$ cat src/rtl/button_conditioner.sv
// Push-button input stage: sync, tick-based debounce, edge pulses
// and optional auto-repeat per button.
module button_conditioner #(
  parameter int N_BTN = 4,
  parameter int TICK_DIV = 50000,
  parameter int DEB_TICKS = 20,
  parameter int RPT_DELAY = 300,
  parameter int RPT_RATE = 80,
  parameter logic [N_BTN-1:0] REPEAT_MASK = 4'b0011,
  parameter bit ACTIVE_HIGH = 1'b1
) (
  input  logic             CLK,
  input  logic             reset,
  input  logic [N_BTN-1:0] btn_raw,
  output logic [N_BTN-1:0] btn_level,
  output logic [N_BTN-1:0] btn_press,
  output logic [N_BTN-1:0] btn_release,
  output logic [N_BTN-1:0] btn_act,
  output logic             tick
);

  localparam int TW = (TICK_DIV > 1) ? $clog2(TICK_DIV) : 1;
  localparam int DW = $clog2(DEB_TICKS + 1);
  localparam int HMAX = (RPT_DELAY > RPT_RATE) ? RPT_DELAY : RPT_RATE;
  localparam int HW = $clog2(HMAX + 1);

  localparam logic [TW-1:0] T_END = TW'(TICK_DIV - 1);
  localparam logic [DW-1:0] D_ACC = DW'(DEB_TICKS);
  localparam logic [HW-1:0] H_DLY = HW'(RPT_DELAY);
  localparam logic [HW-1:0] H_RATE = HW'(RPT_RATE);

  typedef enum logic [1:0] {
    IDLE,
    DELAY,
    REPEAT
  } rpt_state_t;

  logic [TW-1:0]    tick_cnt;
  logic [N_BTN-1:0] sync_a;
  logic [N_BTN-1:0] sync_b;

  always_ff @(posedge CLK or negedge reset) begin
    if (!reset) begin
      tick_cnt <= '0;
    end else if (tick_cnt == T_END) begin
      tick_cnt <= '0;
    end else begin
      tick_cnt <= tick_cnt + 1'b1;
    end
  end

  assign tick = (tick_cnt == T_END);

  // Polarity is folded in after the first flop so sync_b is 1 = pressed.
  always_ff @(posedge CLK or negedge reset) begin
    if (!reset) begin
      sync_a <= '0;
      sync_b <= '0;
    end else begin
      sync_a <= btn_raw;
      sync_b <= ACTIVE_HIGH ? sync_a : ~sync_a;
    end
  end

  for (genvar i = 0; i < N_BTN; i++) begin : g_btn
    logic [DW-1:0] deb_cnt;
    logic [DW-1:0] deb_nxt;
    logic          lvl;
    logic          lvl_q;
    logic          prs;
    logic          rel;
    rpt_state_t    st;
    logic [HW-1:0] hold;
    logic [HW-1:0] hold_nxt;
    logic          rpt;
    logic          act;

    assign deb_nxt = deb_cnt + 1'b1;
    assign hold_nxt = hold + 1'b1;

    always_ff @(posedge CLK or negedge reset) begin
      if (!reset) begin
        deb_cnt <= '0;
        lvl <= 1'b0;
      end else if (sync_b[i] == lvl) begin
        deb_cnt <= '0;
      end else if (tick) begin
        if (deb_nxt == D_ACC) begin
          lvl <= sync_b[i];
          deb_cnt <= '0;
        end else begin
          deb_cnt <= deb_nxt;
        end
      end
    end

    always_ff @(posedge CLK or negedge reset) begin
      if (!reset) begin
        lvl_q <= 1'b0;
        prs <= 1'b0;
        rel <= 1'b0;
      end else begin
        lvl_q <= lvl;
        prs <= lvl & ~lvl_q;
        rel <= ~lvl & lvl_q;
      end
    end

    // A dropped level aborts any pending repeat in the same cycle.
    always_ff @(posedge CLK or negedge reset) begin
      if (!reset) begin
        st <= IDLE;
        hold <= '0;
        rpt <= 1'b0;
        act <= 1'b0;
      end else begin
        rpt <= 1'b0;
        act <= prs | rpt;
        if (!REPEAT_MASK[i] || !lvl) begin
          st <= IDLE;
          hold <= '0;
        end else begin
          unique case (st)
            IDLE: begin
              if (prs) begin
                st <= DELAY;
                hold <= '0;
              end
            end
            DELAY: begin
              if (tick) begin
                if (hold_nxt == H_DLY) begin
                  rpt <= 1'b1;
                  hold <= '0;
                  st <= REPEAT;
                end else begin
                  hold <= hold_nxt;
                end
              end
            end
            REPEAT: begin
              if (tick) begin
                if (hold_nxt == H_RATE) begin
                  rpt <= 1'b1;
                  hold <= '0;
                end else begin
                  hold <= hold_nxt;
                end
              end
            end
            default: begin
              st <= IDLE;
              hold <= '0;
            end
          endcase
        end
      end
    end

    assign btn_level[i] = lvl;
    assign btn_press[i] = prs;
    assign btn_release[i] = rel;
    assign btn_act[i] = act;
  end

endmodule

$ cat config.mk
export PLATFORM = sky130hd
export DESIGN_NAME = button_conditioner
export DESIGN_NICKNAME = d
export VERILOG_FILES = /design/src/rtl/button_conditioner.sv
export SDC_FILE = /design/constraint.sdc
export NUM_CORES = 1
export LEC_CHECK = 0
export BUFFER_PORTS_ARGS = -buffer_cell sky130_fd_sc_hd__buf_2
export CORE_MARGIN = 2
export CORE_UTILIZATION = 60
export CTS_CLUSTER_DIAMETER = 150
export CTS_CLUSTER_SIZE = 40
export DETAILED_ROUTE_END_ITERATION = 8
export GPL_TIMING_DRIVEN = 0
export PLACE_DENSITY = 0.76
export SLEW_MARGIN = 20
export SYNTH_ARGS = -nofsm -noshare
export SYNTH_HDL_FRONTEND = slang
export SYNTH_SLANG_ARGS = --single-unit
$ cat constraint.sdc
create_clock -name CLK -period 3.7 [get_ports CLK]
set_input_delay 0.37 -clock CLK [delete_from_list [all_inputs] [get_ports CLK]]
set_output_delay 0.37 -clock CLK [all_outputs]
set_load 0.01 [all_outputs]
==> run metrics <==
proportion of layout cells with a drive suffix above 1 0.164; Mapped Nets 504; Post-layout nets 538; max-slew violations 0; Initial Utilization 0.613; io pins 23; Ys Warns 0; Critical Path RT 3.33 ns; Pleak 2.46 nW; post-route core utilization 0.675; fmax 0.289 GHz; final wirelength 8530 µm; final setup margin 0.240 ns; post-CTS sizing 0; WL per Instance 13.8 µm; Synth Area per Inst 9.73 µm²; Post-synth EDFFs 0; DP Wirelength 5970 µm; Mapped Cells 479; Worst Clk Skew 0.0101 ns; R2R cell count 8; Worst Setup End Kind primary output; initial antenna violation count 0; Synth top area share 0.472; TritonCTS clock tree yes; Yosys reg bits 88; GPL Wtd Cong 0.832; final worst path period share 0.935; top post-synthesis cells by area dfrtp_1 47%, ha_1 5.1%, nand2_1 4.8%, o21ai_0 3.1%, a21oi_1 2.8%; Slew HR 0.632; Async SR Flop Fraction 1.00; Residual DRC 0; die area 8490 µm²; antenna cell count 0; # clock sinks 88; highest metal used met4; met2 WL 4200 µm; DR vias 3,489; Die Height 92.1 µm; Min Hold Slack 0.00558 ns; chip width 92.1 µm; crit-path max FO 10; DRT iter0 DRCs 165; clock root buffer clkbuf_8; wl on met1 3940 µm; antenna-violating nets left 0; Place WS 0.656 ns; largest net degree at the start of global routing 48; first-pass GRT wire length 15,100 µm; biggest area consumer among synthesized cells dfrtp_1; hold_buf cts 0; clk slew on worst S/H paths 0.09 ns; final global-route overflow total 0; crit path DAT 3.09 ns; vias per cell 5.64; measured slew at the worst slew-check pin 0.551 ns; prevailing post-synth register cell dfrtp_1; GRT Util Overall 0.219; Clock Latency Late Sink 0.35 ns; outcome finished, final reports clean; Commonest cells post-synth 88 x dfrtp_1, 59 x nand2_1, 31 x nor2_1, 29 x o21ai_0, 26 x a21oi_1; endpoints failing hold 0; post-CTS setup buffers 0; synthesis-to-layout area growth 10.2%; vias in the first global route 3,431; unrepaired setup endpoints after global routing no; most instantiated library cell after synthesis dfrtp_1; I/O Buffers 22; Worst VDD drop 0.227 mV; H-tree Lvls 3; WS Path Type reg2out; worst min-delay path class in2async; Worst Setup Start Kind flip-flop; MaxCap Viol Count 0; cell row count 32; routed wl met3 267 µm; Cell Area, Synth 4660 µm²; Cell variety after synth 62; PwrDens 333 nW/µm²; final setup fails 0; Final TNS setup 0 ns; TritonCTS Buffers 9; core footprint 7610 µm²; min cycle time layout 3.46 ns; Seq/Total Area, Yosys 0.472; DRT Pass-1 Iters 4; Clock Path Buffers 2
==> per-stage QoR <==
stage                     area (µm²)  total power [mW]  std cells
final                           5140              1.71        619
after global routing            5140              1.77        619
after CTS                       5140              1.73        619
after detailed placement        4930              1.02        604
after global placement          4900              1.01        603
after floorplan                 4660             0.990        479
==> flip-flops by register name, summed over array words and instances (netlist names) <==
| name | flops |
|---|---|
| g_btn.deb_cnt | 20 |
| g_btn.hold | 18 |
| g_btn.lvl_q | 4 |
| g_btn.lvl | 4 |
| sync_b | 4 |
| g_btn.st | 4 |
| tick_cnt | 16 |
| g_btn.act | 4 |
| g_btn.rel | 4 |
| sync_a | 4 |
| g_btn.rpt | 2 |
| g_btn.prs | 4 |
==> worst paths after layout <==
kind | from | endpoint | slack, ns
setup / recovery | tick_cnt[0]$_DFF_PN0_ | tick | 0.24
hold / removal | reset | g_btn[2].act$_DFF_PN0_ | 0.006
setup reg to reg | tick_cnt[0]$_DFF_PN0_ | g_btn[3].deb_cnt[1]$_DFFE_PN0P_ | 0.85
hold reg to reg | sync_a[1]$_DFF_PN0_ | sync_b[1]$_DFF_PN0_ | 0.36
max in group asynchronous | reset | g_btn[0].hold[7]$_DFFE_PN0P_ | 3.08
min in group CLK | btn_raw[2] | sync_a[2]$_DFF_PN0_ | 0.12
==> cell type report <==
class,instances,area [µm²]
Sequential cell,88,2200
Fill cell,631,2470
Multi-Input combinational cell,351,2220
Clock buffer,10,128
Buffer,32,206
Timing Repair Buffer,23,140
Inverter,8,30.0
Clock inverter,5,81.3
Tap cell,102,128
==> power by group <==
| group | internal (mW) | switching [mW] | total [mW] |
|---|---|---|---|
| clock | 0.378 | 0.336 | 0.714 |
| sequential | 0.965 | 0.00201 | 0.967 |
| combinational | 0.00659 | 0.0221 | 0.0287 |
| total | 1.35 | 0.360 | 1.71 |
==> layer usage <==
layer / global-route usage / up-vias
li1: - / 1725
met4: 0.0983 / 0
met5: 0 / -
met3: 0.0312 / 12
met1: 0.289 / 1695
met2: 0.362 / 57
==> layout by cell type, fill, tap and decap left out, drive strengths merged, types with 2 or more instances in the layout <==
master,n
ha,19
nor4,4
a21o,4
mux2,8
nand3,20
or2,6
a21boi,3
nor3b,6
nand4,13
xor2,13
o21ai,29
nor3,17
bufinv,2
nor2b,17
and4b,2
a21oi,26
o21a,3
clkbuf,16
dfrtp,88
xnor2,11
inv,9
mux2i,4
a31oi,5
a22o,3
and2,8
nand2,61
a22oi,2
buf,49
or3,5
a211oi,2
nand2b,5
nand3b,3
and3,4
nor2,31
==> worst max-delay path, stage by stage (launching register included) <==
cell      delay (ns)
dfrtp_1         0.43
ha_1            0.24
and4b_1         0.24
nand4_1         0.43
inv_1           0.47
clkbuf_1        0.44
buf_2           0.32
buf_2           0.17
==> kinds of logic after synthesis <==
family | Yosys count | share of synthesized area
xor gates and xnor gates | 24 | 0.0451
DFF | 88 | 0.472
buffers and inverters | 40 | 0.0507
and+or+nand+nor | 206 | 0.231
AOI/OAI and AO/OA | 90 | 0.122
adders and majority gates | 19 | 0.0510
muxes | 12 | 0.0279
Note: power is estimated with default switching activity, not from simulation.
